===== src/rtl/instruction_fetch_pkg.sv =====
// Shared definitions for the fetch stage: widths, reset PC,
// instruction field bounds and fetch FSM state encodings.
package instruction_fetch_pkg;

    localparam int ADDR_W = 16;
    localparam int INST_W = 32;
    localparam logic [15:0] RESET_PC = 16'h0000;

    // Instruction field bounds (consumed by the decoder)
    localparam int OPC_HI  = 31;
    localparam int OPC_LO  = 29;
    localparam int REG0_HI = 28;
    localparam int REG0_LO = 24;
    localparam int REG1_HI = 23;
    localparam int REG1_LO = 19;
    localparam int REG2_HI = 18;
    localparam int REG2_LO = 14;

    typedef logic [1:0] fetch_state_t;

    localparam fetch_state_t S_IDLE  = 2'd0;
    localparam fetch_state_t S_FETCH = 2'd1;
    localparam fetch_state_t S_WAIT  = 2'd2;

endpackage


===== src/rtl/fetch_ir.sv =====
// Instruction register with valid/ready handshake.
// Ports: clk, rst; load/load_data/load_pc write a new word; flush drops
// the held word; inst_ready consumes it; inst/inst_pc/inst_valid out.
module fetch_ir #(
    parameter int ADDR_W = 16,
    parameter int INST_W = 32
) (
    input  logic              clk,
    input  logic              rst,
    input  logic              load,
    input  logic [INST_W-1:0] load_data,
    input  logic [ADDR_W-1:0] load_pc,
    input  logic              flush,
    input  logic              inst_ready,
    output logic              inst_valid,
    output logic [INST_W-1:0] inst,
    output logic [ADDR_W-1:0] inst_pc
);

    always_ff @(posedge clk or posedge rst) begin
        if (rst) begin
            inst_valid <= 1'b0;
            inst       <= '0;
            inst_pc    <= '0;
        end else if (flush) begin
            inst_valid <= 1'b0;
        end else if (load) begin
            // A load wins over a same-cycle consume.
            inst_valid <= 1'b1;
            inst       <= load_data;
            inst_pc    <= load_pc;
        end else if (inst_valid && inst_ready) begin
            inst_valid <= 1'b0;
        end
    end

endmodule


===== src/rtl/instruction_fetch.sv =====
// Fetch stage: PC, single-outstanding imem reads, redirect and halt.
// Ports: imem_* memory interface, redirect_*, halt, inst_* downstream
// handshake to the decoder, pc = next fetch address.
module instruction_fetch #(
    parameter int ADDR_W = instruction_fetch_pkg::ADDR_W,
    parameter int INST_W = instruction_fetch_pkg::INST_W,
    parameter logic [ADDR_W-1:0] RESET_PC =
        instruction_fetch_pkg::RESET_PC
) (
    input  logic              clk,
    input  logic              rst,
    output logic              imem_req,
    output logic [ADDR_W-1:0] imem_addr,
    input  logic              imem_gnt,
    input  logic              imem_rvalid,
    input  logic [INST_W-1:0] imem_rdata,
    input  logic              redirect_valid,
    input  logic [ADDR_W-1:0] redirect_addr,
    input  logic              halt,
    output logic              inst_valid,
    output logic [INST_W-1:0] inst,
    output logic [ADDR_W-1:0] inst_pc,
    input  logic              inst_ready,
    output logic [ADDR_W-1:0] pc
);

    import instruction_fetch_pkg::*;

    fetch_state_t      state;
    logic [ADDR_W-1:0] pend_pc;
    logic              kill;
    logic              granted;
    logic              load;
    logic              flush;

    assign imem_req = (state == S_FETCH) && !halt
                      && (!inst_valid || inst_ready);
    assign imem_addr = pc;
    assign granted = imem_req && imem_gnt;

    // Redirect drops any response arriving in the same cycle.
    assign load = (state == S_WAIT) && imem_rvalid
                  && !kill && !redirect_valid;
    assign flush = redirect_valid && (state != S_IDLE);

    always_ff @(posedge clk or posedge rst) begin
        if (rst) begin
            state   <= S_IDLE;
            pc      <= RESET_PC;
            pend_pc <= RESET_PC;
            kill    <= 1'b0;
        end else begin
            case (state)
                S_IDLE: begin
                    state <= S_FETCH;
                end
                S_FETCH: begin
                    if (granted) begin
                        state   <= S_WAIT;
                        pend_pc <= pc;
                        // Redirect with grant: the request is in flight
                        // but its response belongs to the old path.
                        kill    <= redirect_valid;
                        pc      <= redirect_valid ? redirect_addr
                                                  : pc + ADDR_W'(1);
                    end else if (redirect_valid) begin
                        pc <= redirect_addr;
                    end
                end
                S_WAIT: begin
                    if (redirect_valid) pc <= redirect_addr;
                    if (imem_rvalid) begin
                        state <= S_FETCH;
                        kill  <= 1'b0;
                    end else if (redirect_valid) begin
                        kill <= 1'b1;
                    end
                end
                default: begin
                    state <= S_IDLE;
                end
            endcase
        end
    end

    fetch_ir #(
        .ADDR_W(ADDR_W),
        .INST_W(INST_W)
    ) u_ir (
        .clk        (clk),
        .rst        (rst),
        .load       (load),
        .load_data  (imem_rdata),
        .load_pc    (pend_pc),
        .flush      (flush),
        .inst_ready (inst_ready),
        .inst_valid (inst_valid),
        .inst       (inst),
        .inst_pc    (inst_pc)
    );

endmodule


===== config.mk =====
export PLATFORM = sky130hd
export DESIGN_NAME = instruction_fetch
export DESIGN_NICKNAME = d
export VERILOG_FILES = /design/src/rtl/instruction_fetch_pkg.sv /design/src/rtl/fetch_ir.sv /design/src/rtl/instruction_fetch.sv
export SDC_FILE = /design/constraint.sdc
export NUM_CORES = 1
export LEC_CHECK = 0
export ABC_CLOCK_PERIOD_IN_PS = 2550
export CAP_MARGIN = 20
export CORE_ASPECT_RATIO = 1.5
export CORE_UTILIZATION = 41
export DETAILED_ROUTE_END_ITERATION = 6
export PLACE_DENSITY_LB_ADDON = 0.2
export SYNTH_ARGS = -nofsm -noshare
export SYNTH_HDL_FRONTEND = slang
export SYNTH_SLANG_ARGS = --single-unit

===== constraint.sdc =====
create_clock -name clk -period 2.55 [get_ports clk]
set_input_delay 0.255 -clock clk [delete_from_list [all_inputs] [get_ports clk]]
set_output_delay 0.255 -clock clk [all_outputs]
set_load 0.02 [all_outputs]

### After elaboration in Yosys (flattened, before gate mapping)

Index checks and enable logic that the tools add are counted.

| word-level totals | value |
|---|---|
| bits in registers | 84 |
| word-level logic and storage cells | 49 |
| output and inout port bits | 82 |

| operators by class | value |
|---|---|
| mux-type cells | 14 |
| reductions and logical operators | 21 |
| equal/unequal tests | 5 |
| $add $sub $neg | 1 |
| bitwise operators | 1 |

Operators by type and width:

| kind | count |
|---|---|
| $mux 16 | 3 |
| $pmux 16 s2 | 1 |
| $add 16x1->16 const B | 1 |
| $logic_and 1x1->1 | 8 |
| $mux 1 | 6 |
| $pmux 2 s3 | 1 |
| $reduce_and 2->1 | 3 |
| $logic_not 1->1 | 4 |
| $mux 2 | 2 |
| $ne 2x2->1 const B | 2 |
| $reduce_bool 2->1 | 2 |
| $ne 3x3->1 const B | 1 |
| $reduce_and 3->1 | 1 |
| $reduce_bool 3->1 | 1 |
| $eq 2x1->1 const B | 1 |
| $eq 2x2->1 const B | 1 |
| $logic_not 2->1 | 1 |
| $pmux 1 s2 | 1 |
| $logic_or 1x1->1 | 1 |
| $not 1->1 | 1 |

### Longest topological paths before layout

| depth | value |
|---|---|
| depth after elaboration | 6 |
| gate-level depth with buffers | 8 |

### Cells and area by module

A second synthesis with hierarchy kept.

| unflattened totals | value |
|---|---|
| cells, all modules | 315 |
| area total of the unflattened synthesis | 4076.4 µm² |

By module, submodules not included:

| module | seq. area each (µm²) | area each (µm²) | times used | cells an instance |
|---|---|---|---|---|
| instruction_fetch | 875.8 | 2135.8 | 1 | 208 |
| fetch_ir | 1226.2 | 1940.6 | 1 | 107 |

### Worst setup path before layout

Ideal clock, no wire load.

| timing | value |
|---|---|
| kind | register to register |
| start | reg state[0] |
| end | reg u_ir.inst[0] |
| data required time | 2.425 ns |
| clock period less this slack | 2.065 ns |
| stages on the path, launching flop included | 8 |
| path slack | 0.485 ns |
| data arrival time | 1.941 ns |
| library setup time | 0.125 ns |
| path through | dfrtp_1 -> inv_1 -> ha_1 -> inv_1 -> nor4b_2 -> buf_2 -> buf_2 -> mux2_2 |

| on the way | value |
|---|---|
| word-level cells in the longest chain between the ends | 5 |
| elaborated cells between the ends (all ways) | 8 |
| those cells by class | eq/ne: 1; bitwise: 1; reduce/logical: 6 |

RTL lines:

| element | line | text |
|---|---|---|
| start, declared | instruction_fetch.sv:29 | `fetch_state_t state;` |
| start signal, assigned | instruction_fetch.sv:48 | `state <= S_IDLE;` |
| start signal, assigned | instruction_fetch.sv:55 | `state <= S_FETCH;` |
| start signal, assigned | instruction_fetch.sv:59 | `state <= S_WAIT;` |
| $eq 2x2->1 | instruction_fetch.sv:42 | `assign load = (state == S_WAIT) && imem_rvalid` |
| $logic_and 1x1->1 | instruction_fetch.sv:42 |  |
| $logic_and 1x1->1 (2 in series) | instruction_fetch.sv:43 | `&& !kill && !redirect_valid;` |
| $reduce_and 2->1 (no line) * | -- |  |
| end signal, assigned | fetch_ir.sv:30 | `inst <= load_data;` |
| end, declared | fetch_ir.sv:16 | `output logic [INST_W-1:0] inst,` |

Every way passes the cells marked *; elsewhere a longest branch is shown, timed or not.
A chain may end at the register's enable or synchronous reset.

### Worst setup path after layout

| timing | value |
|---|---|
| start | reg state[1] |
| end | out imem_req |

| on the way | value |
|---|---|
| word-level cells in the longest chain between the ends | 3 |

RTL lines:

| element | line | text |
|---|---|---|
| $eq 2x1->1 | instruction_fetch.sv:36 | `assign imem_req = (state == S_FETCH) && !halt` |
| $logic_and 1x1->1 | instruction_fetch.sv:36 |  |
| $logic_and 1x1->1 | instruction_fetch.sv:37 | `&& (!inst_valid \|\| inst_ready);` |
| end, declared | instruction_fetch.sv:12 | `output logic imem_req,` |

No other way between the ends.

==> impl_results.md <==
* Status: complete, no violations
* H-Tree Level Count at 3
* Post-CTS setup buffer count at 0
* Final min period at 2.162 ns
* Final net count at 494
* Worst slack, placed at 0.4111 ns
* CP max stage delay at 0.60 ns
* Mapped Cells at 311
* Rows at 43
* Starting density of the core at 42.13%
* Critical path class: flop to output pin
* P_leak at 2.302 nW
* Post-synth EDFFs at 0
* Post-synthesis xor/xnor area fraction at 0%
* Drt via density at 5.232
* Grt met2 use at 31.61%
* Final Cell Area at 0.005577 sq mm
* Register area share after synthesis at 54.23%
* Die W at 81.39 um
* R2R depth at 6
* Worst reg2reg setup slack at 0.42 ns
* Post-Syn Nets at 371
* Crit. End Element: output pin
* Met1 GRT Util at 22.68%
* Drc violations at 0
* Synth Area in Compound Gates at 10.30%
* Max-cap violations at 0
* Post-Syn Area at 0.003876 sq mm
* Worst setup margin at 0.3881 ns
* Total grt overflow at 0
* Peak supply drop at 0.7371 mV
* First-pass GRT wire length at 13930 um
* Met3 usage at 5.038%
* Period utilisation layout at 84.78%
* Main synth FF type: dfrtp_1
* Worst Path Required at 2.30 ns
* R2r endpoint: imem_addr[15]
* Seq cells post-synth at 84
* Post-cts gate resize count at 0
* Placed Area at 0.005273 sq mm
* Share of cells above drive strength 1 at 21.87%
* Vias in the first global route at 2786
* Clock Skew at 0.01215 ns
* CTS Sinks at 84
* Crit-path cells: inv_1, ha_1, nand2b_2, nor2_1, clkdlybuf4s50_1
* Worst r2r src: state[0]
* Final ANT Viol Nets at 0
* Area Overhead vs Synth at 43.87%
* Die extent in y at 121.1 um
* Tot Pwr at 7.419 mW
* 1st-iter DRT viols at 131
* Core box area at 0.009200 sq mm
* Placed cell count at 535
* Power Density at 1330 mW/mm^2
* Critical Path Start Type: flop
* Final Setup Violations at 0
* Initial antenna violation count at 0
* Clock root cell: clkbuf_16
* CTS tree: built
* Mean Syn Cell Area at 12.46 sq um
* Simple-Gate Fraction of Synth Area at 9.716%
* IO Pins at 137
* PortBufs at 136
* # fillers at 747
* Hold Crit Class: primary input to asynchronous set/reset pin
* CTS buffer count at 9
* Worst slew pin tran at 0.6322 ns
* Adder-Cell Fraction of Synth Area at 1.614%
* Largest family of logic cells by synthesized area: multiplexers
* Clk_lat worst skew at 0.33 ns
* RSZ-0062 raised after global routing: no
* Pin count of the biggest net entering global routing at 47
* Total Routing Usage GR at 18.86%
* Vias at 2883
* Hold-fix buffers, CTS at 0
* Hold Violations, Final at 0
* Drt first pass iters at 4
* Cell variety after synth at 51
* Slowest-stage cell, CP: clkdlybuf4s50_1
* Fmax achieved at 462.6 MHz
* Die area at 0.009855 sq mm
* Ys async rst share at 100.0%
* Setup TNS at 0 ns
* YS warnings at 0
* Final WL at 8714 um
* Final Wtd Congestion at 0.8502
* Top Usage Layer GRT: met2
* Critical Path AT at 1.91 ns
* Worst-case clock buffer depth at 2
* N_diodes at 0
* Routed wire per std cell at 15.81 um
* Clk slew on worst S/H paths at 0.06 ns
* Fin. max-slew vios at 0
* Mux cell area share after synthesis at 17.72%
* Slew HR at 57.80%
* Post-DP HPWL at 6251 um
* Worst-path maximum fanout at 8
* Final Instance Count excl. Fillers at 551
## stage by stage
stage | util [%] | hold WS, ns
6_report | 60.61 | 0.3172
3_5_place_dp | 57.31 | 0.4738
5_1_grt | 60.61 | 0.3775
3_3_place_gp | 57.31 | 0.4596
2_1_floorplan | - | 0.3961
4_1_cts | 60.61 | 0.3274
## state kept, by name, indices dropped and copies added (netlist names)
signal,count
u_ir.inst_pc,16
kill,1
state,2
pend_pc,16
u_ir.inst_valid,1
u_ir.inst,32
imem_addr,16
## layout by cell type, fill, tap and decap left out, types with 5 or more instances in the layout
| master | n |
|---|---|
| clkdlybuf4s50_1 | 136 |
| nor2_1 | 16 |
| a21oi_1 | 6 |
| nand3_1 | 6 |
| ha_1 | 5 |
| inv_1 | 9 |
| nand2_1 | 14 |
| mux2_2 | 61 |
| clkbuf_16 | 9 |
| o21ai_0 | 5 |
| buf_4 | 7 |
| dfrtp_1 | 84 |
## cell type report
class | instances | area, sq um | area share (%)
tap | 112 | 140.1 | 2.513
timing repair buffer | 145 | 1454 | 26.07
sequential | 84 | 2102 | 37.69
inverter | 11 | 42.54 | 0.7628
multi-input combinational | 183 | 1534 | 27.51
clock buffer | 12 | 256.5 | 4.600
clock inverter | 4 | 47.55 | 0.8526
## cells in the mapped netlist (2+ instances only)
| cell | instances | area share (%) |
|---|---|---|
| nor2b_1 | 4 | 0.65 |
| nor4_1 | 4 | 0.65 |
| o21ai_0 | 5 | 0.65 |
| a21oi_1 | 6 | 0.77 |
| a22oi_1 | 4 | 0.77 |
| nand2b_1 | 2 | 0.32 |
| mux2_2 | 61 | 18 |
| or4_1 | 2 | 0.39 |
| clkbuf_1 | 8 | 0.77 |
| buf_6 | 2 | 0.58 |
| nand2_1 | 14 | 1.4 |
| nor3_1 | 4 | 0.52 |
| dfrtp_1 | 84 | 54 |
| buf_4 | 16 | 3.1 |
| o311ai_0 | 4 | 0.90 |
| and4_1 | 3 | 0.68 |
| ha_1 | 5 | 1.6 |
| buf_2 | 6 | 0.77 |
| a311oi_1 | 3 | 0.68 |
| inv_1 | 10 | 0.97 |
| a211oi_1 | 3 | 0.58 |
| o31ai_1 | 3 | 0.58 |
| a2bb2oi_1 | 3 | 0.68 |
| nor2_1 | 16 | 1.5 |
| o41ai_1 | 4 | 0.90 |
| a31oi_1 | 3 | 0.48 |
| o2bb2ai_1 | 3 | 0.68 |
| nand3_1 | 6 | 0.77 |
## worst max-delay path by stage
stage              from             to  cells after the start
2_1_floorplan       rst   imem_addr[0]                      1
3_3_place_gp       halt  imem_addr[15]                      5
3_5_place_dp       halt  imem_addr[15]                      5
4_1_cts        state[1]       imem_req                      5
5_1_grt        state[1]       imem_req                      5
6_report       state[1]       imem_req                      5
## cell families (layout without fill, tap and decap cells)
family / count (synthesis) / after routing
compound gates: 52 / 52
fa+ha+maj: 5 / 5
buf+inv: 44 / 172
flops: 84 / 84
mux: 61 / 61
simple gates: 65 / 65
## metal layers
layer | vias to the layer above | share of wire, %
met1 | 1419 | 40
met5 | - | 0
met2 | 90 | 53
met4 | 0 | 0.61
met3 | 4 | 5.8
li1 | 1370 | -
## critical path, delay by kind of cell (launching register included)
kind / cells / cell delay, ns
DFF: 1 / 0.40
adders and majority gates: 1 / 0.23
and+or+nand+nor: 2 / 0.24
buffers and inverters: 2 / 0.71
## power by group
part	total, mW	leakage, nW	switching (mW)	internal, mW
registers	2.49	1.02	0.502	1.99
logic	3.61	1.14	1.74	1.87
clock network	1.32	0.149	0.510	0.809
total	7.42	2.30	2.75	4.66
No activity file was read; power rests on OpenSTA's default activity.
